--- config.mk ---
export PLATFORM = sky130hd
export DESIGN_NAME = btn_ctrl
export DESIGN_NICKNAME = d
export VERILOG_FILES = /design/src/rtl/btn_ctrl.sv
export SDC_FILE = /design/constraint.sdc
export NUM_CORES = 1
export LEC_CHECK = 0
export CORE_MARGIN = 2
export CORE_UTILIZATION = 60
export CTS_CLUSTER_DIAMETER = 100
export DETAILED_ROUTE_END_ITERATION = 8
export PLACE_DENSITY = 0.88
export SLEW_MARGIN = 20
export SYNTH_ARGS = -nofsm -noshare
export SYNTH_HDL_FRONTEND = slang
export SYNTH_SLANG_ARGS = --single-unit
--- constraint.sdc ---
create_clock -name clk -period 2.55 [get_ports clk]
set_clock_uncertainty 0.2 [all_clocks]
set_input_delay 0.255 -clock clk [delete_from_list [all_inputs] [get_ports clk]]
set_output_delay 0.255 -clock clk [all_outputs]
set_load 0.01 [all_outputs]
--- src/rtl/btn_ctrl.sv ---
// btn_ctrl: synchronizes, debounces, edge-detects and arbitrates three push-buttons
// into one-cycle MODE/SELECT/ADJUST pulses, and generates the sig2hz blink. Optional macro: BTN_AUTOREPEAT_EN.
module btn_ctrl #(
    parameter int SAMPLE_DIV = 50000,
    parameter int DEB_TICKS  = 4,
    parameter int BLINK_DIV  = 12500000,
    parameter int RPT_DELAY  = 500,
    parameter int RPT_RATE   = 100
) (
    input  logic clk,
    input  logic rst,
    input  logic btn_mode,
    input  logic btn_select,
    input  logic btn_adjust,
    output logic MODE,
    output logic SELECT,
    output logic ADJUST,
    output logic sig2hz
);

    localparam int TW = $clog2(SAMPLE_DIV) + 1;
    localparam int DW = $clog2(DEB_TICKS) + 1;
    localparam int BW = $clog2(BLINK_DIV) + 1;

    if (SAMPLE_DIV < 2 || DEB_TICKS < 1 || BLINK_DIV < 1 || RPT_DELAY < 1 || RPT_RATE < 1) begin : g_bad_params
        $error("btn_ctrl: parameter out of range");
    end

    // Bit order everywhere: [0] mode, [1] select, [2] adjust.
    logic [2:0] raw;
    logic [2:0] s1;
    logic [2:0] s2;

    assign raw = {btn_adjust, btn_select, btn_mode};

    always_ff @(posedge clk or posedge rst) begin
        if (rst) begin
            s1 <= '0;
            s2 <= '0;
        end else begin
            s1 <= raw;
            s2 <= s1;
        end
    end

    logic [TW-1:0] tcnt;
    logic          tick;

    assign tick = (tcnt == TW'(SAMPLE_DIV - 1));

    always_ff @(posedge clk or posedge rst) begin
        if (rst) begin
            tcnt <= '0;
        end else if (tick) begin
            tcnt <= '0;
        end else begin
            tcnt <= tcnt + 1'b1;
        end
    end

    // A level flips only after DEB_TICKS consecutive disagreeing samples.
    logic [2:0]    db;
    logic [DW-1:0] dc [3];

    always_ff @(posedge clk or posedge rst) begin
        if (rst) begin
            db <= '0;
            for (int i = 0; i < 3; i++) begin
                dc[i] <= '0;
            end
        end else if (tick) begin
            for (int i = 0; i < 3; i++) begin
                if (s2[i] == db[i]) begin
                    dc[i] <= '0;
                end else if (dc[i] == DW'(DEB_TICKS - 1)) begin
                    db[i] <= ~db[i];
                    dc[i] <= '0;
                end else begin
                    dc[i] <= dc[i] + 1'b1;
                end
            end
        end
    end

    logic [2:0] db_prev;
    logic [2:0] rise;

    always_ff @(posedge clk or posedge rst) begin
        if (rst) begin
            db_prev <= '0;
        end else begin
            db_prev <= db;
        end
    end

    assign rise = db & ~db_prev;

    logic adj_req;

`ifdef BTN_AUTOREPEAT_EN
    localparam int RPT_MAX = (RPT_DELAY > RPT_RATE) ? RPT_DELAY : RPT_RATE;
    localparam int RW      = $clog2(RPT_MAX) + 1;

    logic [RW-1:0] rcnt;
    logic [RW-1:0] rpt_limit;
    logic          rpt_phase;
    logic          rep_req;

    assign rpt_limit = rpt_phase ? RW'(RPT_RATE - 1) : RW'(RPT_DELAY - 1);

    // Counts only ticks where the button still reads held, so the release
    // debounce window never produces a trailing repeat.
    always_ff @(posedge clk or posedge rst) begin
        if (rst) begin
            rcnt      <= '0;
            rpt_phase <= 1'b0;
            rep_req   <= 1'b0;
        end else if (!db[2] || rise[2]) begin
            rcnt      <= '0;
            rpt_phase <= 1'b0;
            rep_req   <= 1'b0;
        end else if (tick && s2[2]) begin
            if (rcnt == rpt_limit) begin
                rcnt      <= '0;
                rpt_phase <= 1'b1;
                rep_req   <= 1'b1;
            end else begin
                rcnt    <= rcnt + 1'b1;
                rep_req <= 1'b0;
            end
        end else begin
            rep_req <= 1'b0;
        end
    end

    assign adj_req = rise[2] | rep_req;
`else
    assign adj_req = rise[2];
`endif

    // Fixed priority MODE > SELECT > ADJUST; losing requests are dropped.
    always_ff @(posedge clk or posedge rst) begin
        if (rst) begin
            MODE   <= 1'b0;
            SELECT <= 1'b0;
            ADJUST <= 1'b0;
        end else begin
            MODE   <= rise[0];
            SELECT <= rise[1] & ~rise[0];
            ADJUST <= adj_req & ~rise[1] & ~rise[0];
        end
    end

    logic [BW-1:0] bcnt;
    logic          bwrap;

    assign bwrap = (bcnt == BW'(BLINK_DIV - 1));

    always_ff @(posedge clk or posedge rst) begin
        if (rst) begin
            bcnt   <= '0;
            sig2hz <= 1'b0;
        end else begin
            bcnt   <= bwrap ? '0 : bcnt + 1'b1;
            sig2hz <= sig2hz ^ bwrap;
        end
    end

endmodule

[After elaboration in Yosys (flattened, before gate mapping)]
Cells that the tools add are included.
Word-level totals
  register bits: 67
  bits of input ports: 5
  output and inout bits: 4
  word-level logic and storage cells: 53
Operators by class
  add/sub/neg operators: 5
  equal/unequal tests: 8
  mux-type cells: 8
  bitwise logic cells: 14
  reduce and logical (&&, ||, !) cells: 3
Operators with widths (number)
  $add 25x1->25 const B: 1
  $eq 25x24->1 const B: 1
  $mux 25: 1
  $mux 3: 6
  $add 17x1->17 const B: 1
  $eq 17x16->1 const B: 1
  $mux 17: 1
  $add 3x1->3 const B: 3
  $eq 3x2->1 const B: 3
  $reduce_and 3->1: 3
  $not 1->1: 8
  $and 1x1->1: 3
  $and 3x3->3: 1
  $eq 1x1->1: 3
  $not 3->3: 1
  $xor 1x1->1: 1

[Depth between registers and ports, before layout]
  depth in word-level cells: 5
  depth in mapped cells: 6
  mapped depth without buffers: 5

[Least setup slack after synthesis]
OpenSTA, ideal clock, no wires.
  kind: flip-flop to flip-flop
  start point: register bcnt[0]
  end point: register bcnt[20]
  library setup time: 77 ps
  arrival: 1840 ps
  data required time: 2273 ps
  slack: 433 ps
  stages on the path, launching flop included: 7
  path buffers: 1
  period minus slack after synthesis: 2117 ps
  path through: dfrtp_1 -> ha_1 -> nand4_1 -> or4_1 -> buf_2 -> or3_1 -> a21oi_1
On the way
  word-level cells in the longest chain between the ends: 2
  elaborated cells on any way between the ends: 3
  classes of those cells: add/sub (1); eq/ne (1); mux (1)
RTL lines
  from (decl): RTL line 154  | logic [BW-1:0] bcnt;
  from (signal assigned): RTL line 164  | bcnt <= bwrap ? '0 : bcnt + 1'b1;
  $add 25x1->25 or $eq 25x24->1 (tied branches): RTL line 164, 157
  $mux 25 *: RTL line 164
Mark *: on every way between the ends. The rest lies on a longest branch, timed or not.
A chain may end at the register's enable or synchronous reset.

[Worst setup path after layout]
Ends and elaborated chain as after synthesis.

==> results.md <==
- Initial antenna violation count: 0
- N_diodes: 0
- Async set-or-reset flop fraction in the synthesized netlist: 1.00
- Detailed-router iteration count before antenna repair: 4
- Fraction of final layout cells sized beyond drive strength 1: 0.126
- Setup Buffers After CTS: 0
- Antenna viol nets, final: 0
- Setup TNS Final: 0 ps
- Post-synthesis adder-cell area fraction: 0.0210
- HPWL after detailed placement: about 3800 um
- Core area: 0.00475 mm2
- Endpoint class of the critical path: flop
- Placed cell count: approximately 340
- Total Nets Final: approximately 290
- Clk Tree Root Cell: sky130_fd_sc_hd__clkbuf_8
- Synthesized-area fraction occupied by ao, oa, aoi and oai cells: 0.0319
- Register-to-Register Path Depth: 5
- Pin count of the biggest net entering global routing: 28
- Drt first-iter violations: 141
- Final critical path time including I/O delays and setup: 2350 ps
- Syn_nets: approximately 270
- Overall track demand over capacity in global routing: 0.235
- Post-Synth Simple-Gate Area: 0.227
- Post-DR wirelength/cell: between 15 and 20 um
- Relative max-transition margin: 0.538
- Post-place setup slack: ~260 ps
- Total count of max-transition violations in the final report: 0
- Mux cell area share after synthesis: 0.0404
- Wire length of the first global-routing pass: between 9000 and 10000 um
- Most used flip-flop cell after synthesis: sky130_fd_sc_hd__dfrtp_1
- Xor/xnor share of the synthesized area: 0.103
- Leftover overflow at the end of global routing: 0
- Category of the critical setup timing path: reg2reg
- Clock sink total: between 60 and 70
- Syn Area/Cell: ~11 um2
- Yosys Warn Count: 0
- Combinational family with the most area after synthesis: simple AND/OR/NAND/NOR gates
- Number of global-route vias before repair: 2064
- Gates resized, CTS repair: 0
- Max frequency: 426 MHz
- IR Drop Worst-Case VDD: 0.612 mV
- Clock Pin Slew Worst Setup and Hold Paths: approximately 70 ps
- Number of CTS-inserted buffers: 9
- Weighted congestion at the end of routability-driven global placement: between 0.9 and 1
- Final setup violation count: 0
- Max-cap check violation count: 0
- X dimension of the die: 74.4 um
- Power density over the cells: roughly 630 mW/mm2
- Crit Reg-Reg Endpoint: bcnt[20]$_DFF_PP0_
- Distinct cells, synth: 37
- Reg-to-reg setup timing slack: approximately 200 ps
- Max H-tree Level: 3
- Flop and latch count out of synthesis: 67
- Period utilisation layout: 0.921
- # port buffers: 8
- Number of placement rows: 25
- Final non-filler cell total: ~350
- Total number of vias: 2053
- Min-delay worst type: in2async
- Total leakage power: around 1.5 nW
- Worst reg2reg path startpoint: bcnt[0]$_DFF_PP0_
- # IOs: 9
- Overall die area: about 0.0055 mm2
- Clock Latency Late Sink: 340 ps
- Residual DRC count: 0
- Via-to-Cell Ratio: between 5 and 6
- Outcome: complete, no violations
- Number of enable-type register cells in the synthesized netlist: 0
- Starting density of the core: 0.626
- Critical path data arrival time: roughly 2400 ps
- Clk buf depth: 2
- RSZ-0062 raised after global routing: no
- Worst path setup slack after routing: approximately 200 ps
- Number of failing hold endpoints at the final stage: 0
- Crit start category: flop
- Count of hold buffers inserted by post-cts repair: 0
- Critical path peak fanout: 8
- Synthesized instance count: 262
- CTS tree: built
- Die Y-Extent: ~74 um
- Share of the yosys chip area belonging to registers: 0.563
- Slew of the pin with the lowest slew margin: just under 700 ps
- Post-Syn Area: roughly 0.003 mm2
- Synthesis-to-finish area growth: 14.6%
- Req. time, crit path: approximately 2600 ps
- Overall routed net length: 5490 um
-- critical path: stages (launching register included) --
cell and delay [ps]:
sky130_fd_sc_hd__dfrtp_1 410, sky130_fd_sc_hd__ha_1 240, sky130_fd_sc_hd__nand4_1 200, sky130_fd_sc_hd__or4_1 680
sky130_fd_sc_hd__or3_1 390, sky130_fd_sc_hd__a21oi_1 160
-- area by class of cell --
class,instances,area (um2)
flip-flops and latches,67,1680
fillers,332,1340
multi-input cells,185,1260
repair buffers,14,138
clock buffers,9,124
clock inverters,7,116
well taps,67,83.8
inverters,4,15.0
-- synthesized netlist by cell type, types with 2 or more instances --
cell type,count,area [um2]
sky130_fd_sc_hd__a21oi_1,4,20.0
sky130_fd_sc_hd__and3_1,3,18.8
sky130_fd_sc_hd__and3b_1,2,17.5
sky130_fd_sc_hd__and4_1,4,35.0
sky130_fd_sc_hd__buf_2,3,15.0
sky130_fd_sc_hd__clkbuf_1,3,11.3
sky130_fd_sc_hd__dfrtp_1,67,1680
sky130_fd_sc_hd__ha_1,5,62.6
sky130_fd_sc_hd__inv_1,4,15.0
sky130_fd_sc_hd__mux2_2,8,90.1
sky130_fd_sc_hd__mux2i_1,3,30.0
sky130_fd_sc_hd__nand2_1,10,37.5
sky130_fd_sc_hd__nand2b_1,2,12.5
sky130_fd_sc_hd__nand3_1,17,85.1
sky130_fd_sc_hd__nand3b_1,2,15.0
sky130_fd_sc_hd__nand4_1,11,68.8
sky130_fd_sc_hd__nor2_1,29,109
sky130_fd_sc_hd__nor2b_1,6,37.5
sky130_fd_sc_hd__nor3_1,11,55.1
sky130_fd_sc_hd__nor3b_1,3,22.5
sky130_fd_sc_hd__nor4_1,7,43.8
sky130_fd_sc_hd__nor4b_1,2,17.5
sky130_fd_sc_hd__o21ai_0,3,15.0
sky130_fd_sc_hd__o31a_1,3,26.3
sky130_fd_sc_hd__or3_1,4,25.0
sky130_fd_sc_hd__or4_1,2,15.0
sky130_fd_sc_hd__xnor2_1,20,175
sky130_fd_sc_hd__xor2_1,15,131
-- how the worst max path moves through the flow --
stage | startpoint | end | slack (ps)
floorplan | rst | ADJUST$_DFF_PP0_ | 410
global placement | bcnt[0]$_DFF_PP0_ | bcnt[20]$_DFF_PP0_ | 340
detailed placement | bcnt[0]$_DFF_PP0_ | bcnt[18]$_DFF_PP0_ | 260
CTS | bcnt[0]$_DFF_PP0_ | bcnt[20]$_DFF_PP0_ | 200
global route | bcnt[0]$_DFF_PP0_ | bcnt[20]$_DFF_PP0_ | 90
finish | bcnt[0]$_DFF_PP0_ | bcnt[20]$_DFF_PP0_ | 200
-- cells in the final DEF, fill, tap and decap left out, types with 2 or more instances in the layout --
| master | Yosys | routed |
|---|---|---|
| sky130_fd_sc_hd__dfrtp_1 | 67 | 67 |
| sky130_fd_sc_hd__nor2_1 | 29 | 29 |
| sky130_fd_sc_hd__xnor2_1 | 20 | 20 |
| sky130_fd_sc_hd__nand3_1 | 17 | 17 |
| sky130_fd_sc_hd__xor2_1 | 15 | 15 |
| sky130_fd_sc_hd__nand4_1 | 11 | 11 |
| sky130_fd_sc_hd__nor3_1 | 11 | 11 |
| sky130_fd_sc_hd__nand2_1 | 10 | 10 |
| sky130_fd_sc_hd__clkbuf_8 | 0 | 9 |
| sky130_fd_sc_hd__mux2_2 | 8 | 8 |
| sky130_fd_sc_hd__clkdlybuf4s50_1 | 0 | 8 |
| sky130_fd_sc_hd__nor4_1 | 7 | 7 |
| sky130_fd_sc_hd__nor2b_1 | 6 | 6 |
| sky130_fd_sc_hd__ha_1 | 5 | 5 |
| sky130_fd_sc_hd__buf_4 | 0 | 5 |
| sky130_fd_sc_hd__or3_1 | 4 | 4 |
| sky130_fd_sc_hd__and4_1 | 4 | 4 |
| sky130_fd_sc_hd__a21oi_1 | 4 | 4 |
| sky130_fd_sc_hd__and3_1 | 3 | 3 |
| sky130_fd_sc_hd__mux2i_1 | 3 | 3 |
| sky130_fd_sc_hd__o21ai_0 | 3 | 3 |
| sky130_fd_sc_hd__inv_1 | 4 | 3 |
| sky130_fd_sc_hd__o31a_1 | 3 | 3 |
| sky130_fd_sc_hd__nor3b_1 | 3 | 3 |
| sky130_fd_sc_hd__bufinv_16 | 0 | 3 |
| sky130_fd_sc_hd__nor4b_1 | 2 | 2 |
| sky130_fd_sc_hd__nand3b_1 | 2 | 2 |
| sky130_fd_sc_hd__or4_1 | 2 | 2 |
| sky130_fd_sc_hd__nand2b_1 | 2 | 2 |
| sky130_fd_sc_hd__and3b_1 | 2 | 2 |
| sky130_fd_sc_hd__clkinv_2 | 0 | 2 |
-- power by group --
part           switching [W]   total, W  internal [W]
combinational      0.0000247  0.0000372     0.0000125
sequential        0.00000226    0.00107       0.00107
clock               0.000405    0.00105      0.000647
-- registers in the layout, indices dropped and copies added, names as in the netlist --
name and flops:
bcnt 25, tcnt 17, dc 9, db 3
db_prev 3, s1 3, s2 3, ADJUST 1
MODE 1, SELECT 1, sig2hz 1
-- logic make-up (layout without fill, tap and decap cells) --
group / Yosys count / in the layout
flops: 67 / 67
xor+xnor: 35 / 35
fa+ha+maj: 5 / 5
simple gates: 120 / 120
compound gates: 14 / 14
buf+inv: 10 / 34
mux: 11 / 11
-- per-layer routing --
layer / GRT usage / vias up / routed length (um)
met5: 0 / - / 0
met4: 0.0913 / 0 / 101
met3: 0.0827 / 16 / 212
met2: 0.385 / 49 / 2780
met1: 0.288 / 1019 / 2400
li1: - / 969 / -
-- through the flow --
step                      power (W)  cell area (um2)  utilization  hold WS [ps]
after floorplan             0.00111             2980            -          86.4
after global placement      0.00113             3170        0.667           133
after detailed placement    0.00113             3170        0.667           138
after CTS                   0.00218             3410        0.718          91.2
after global routing        0.00223             3410        0.718           130
final                       0.00216             3410        0.718          89.5
(Power assumes the default switching activity.)
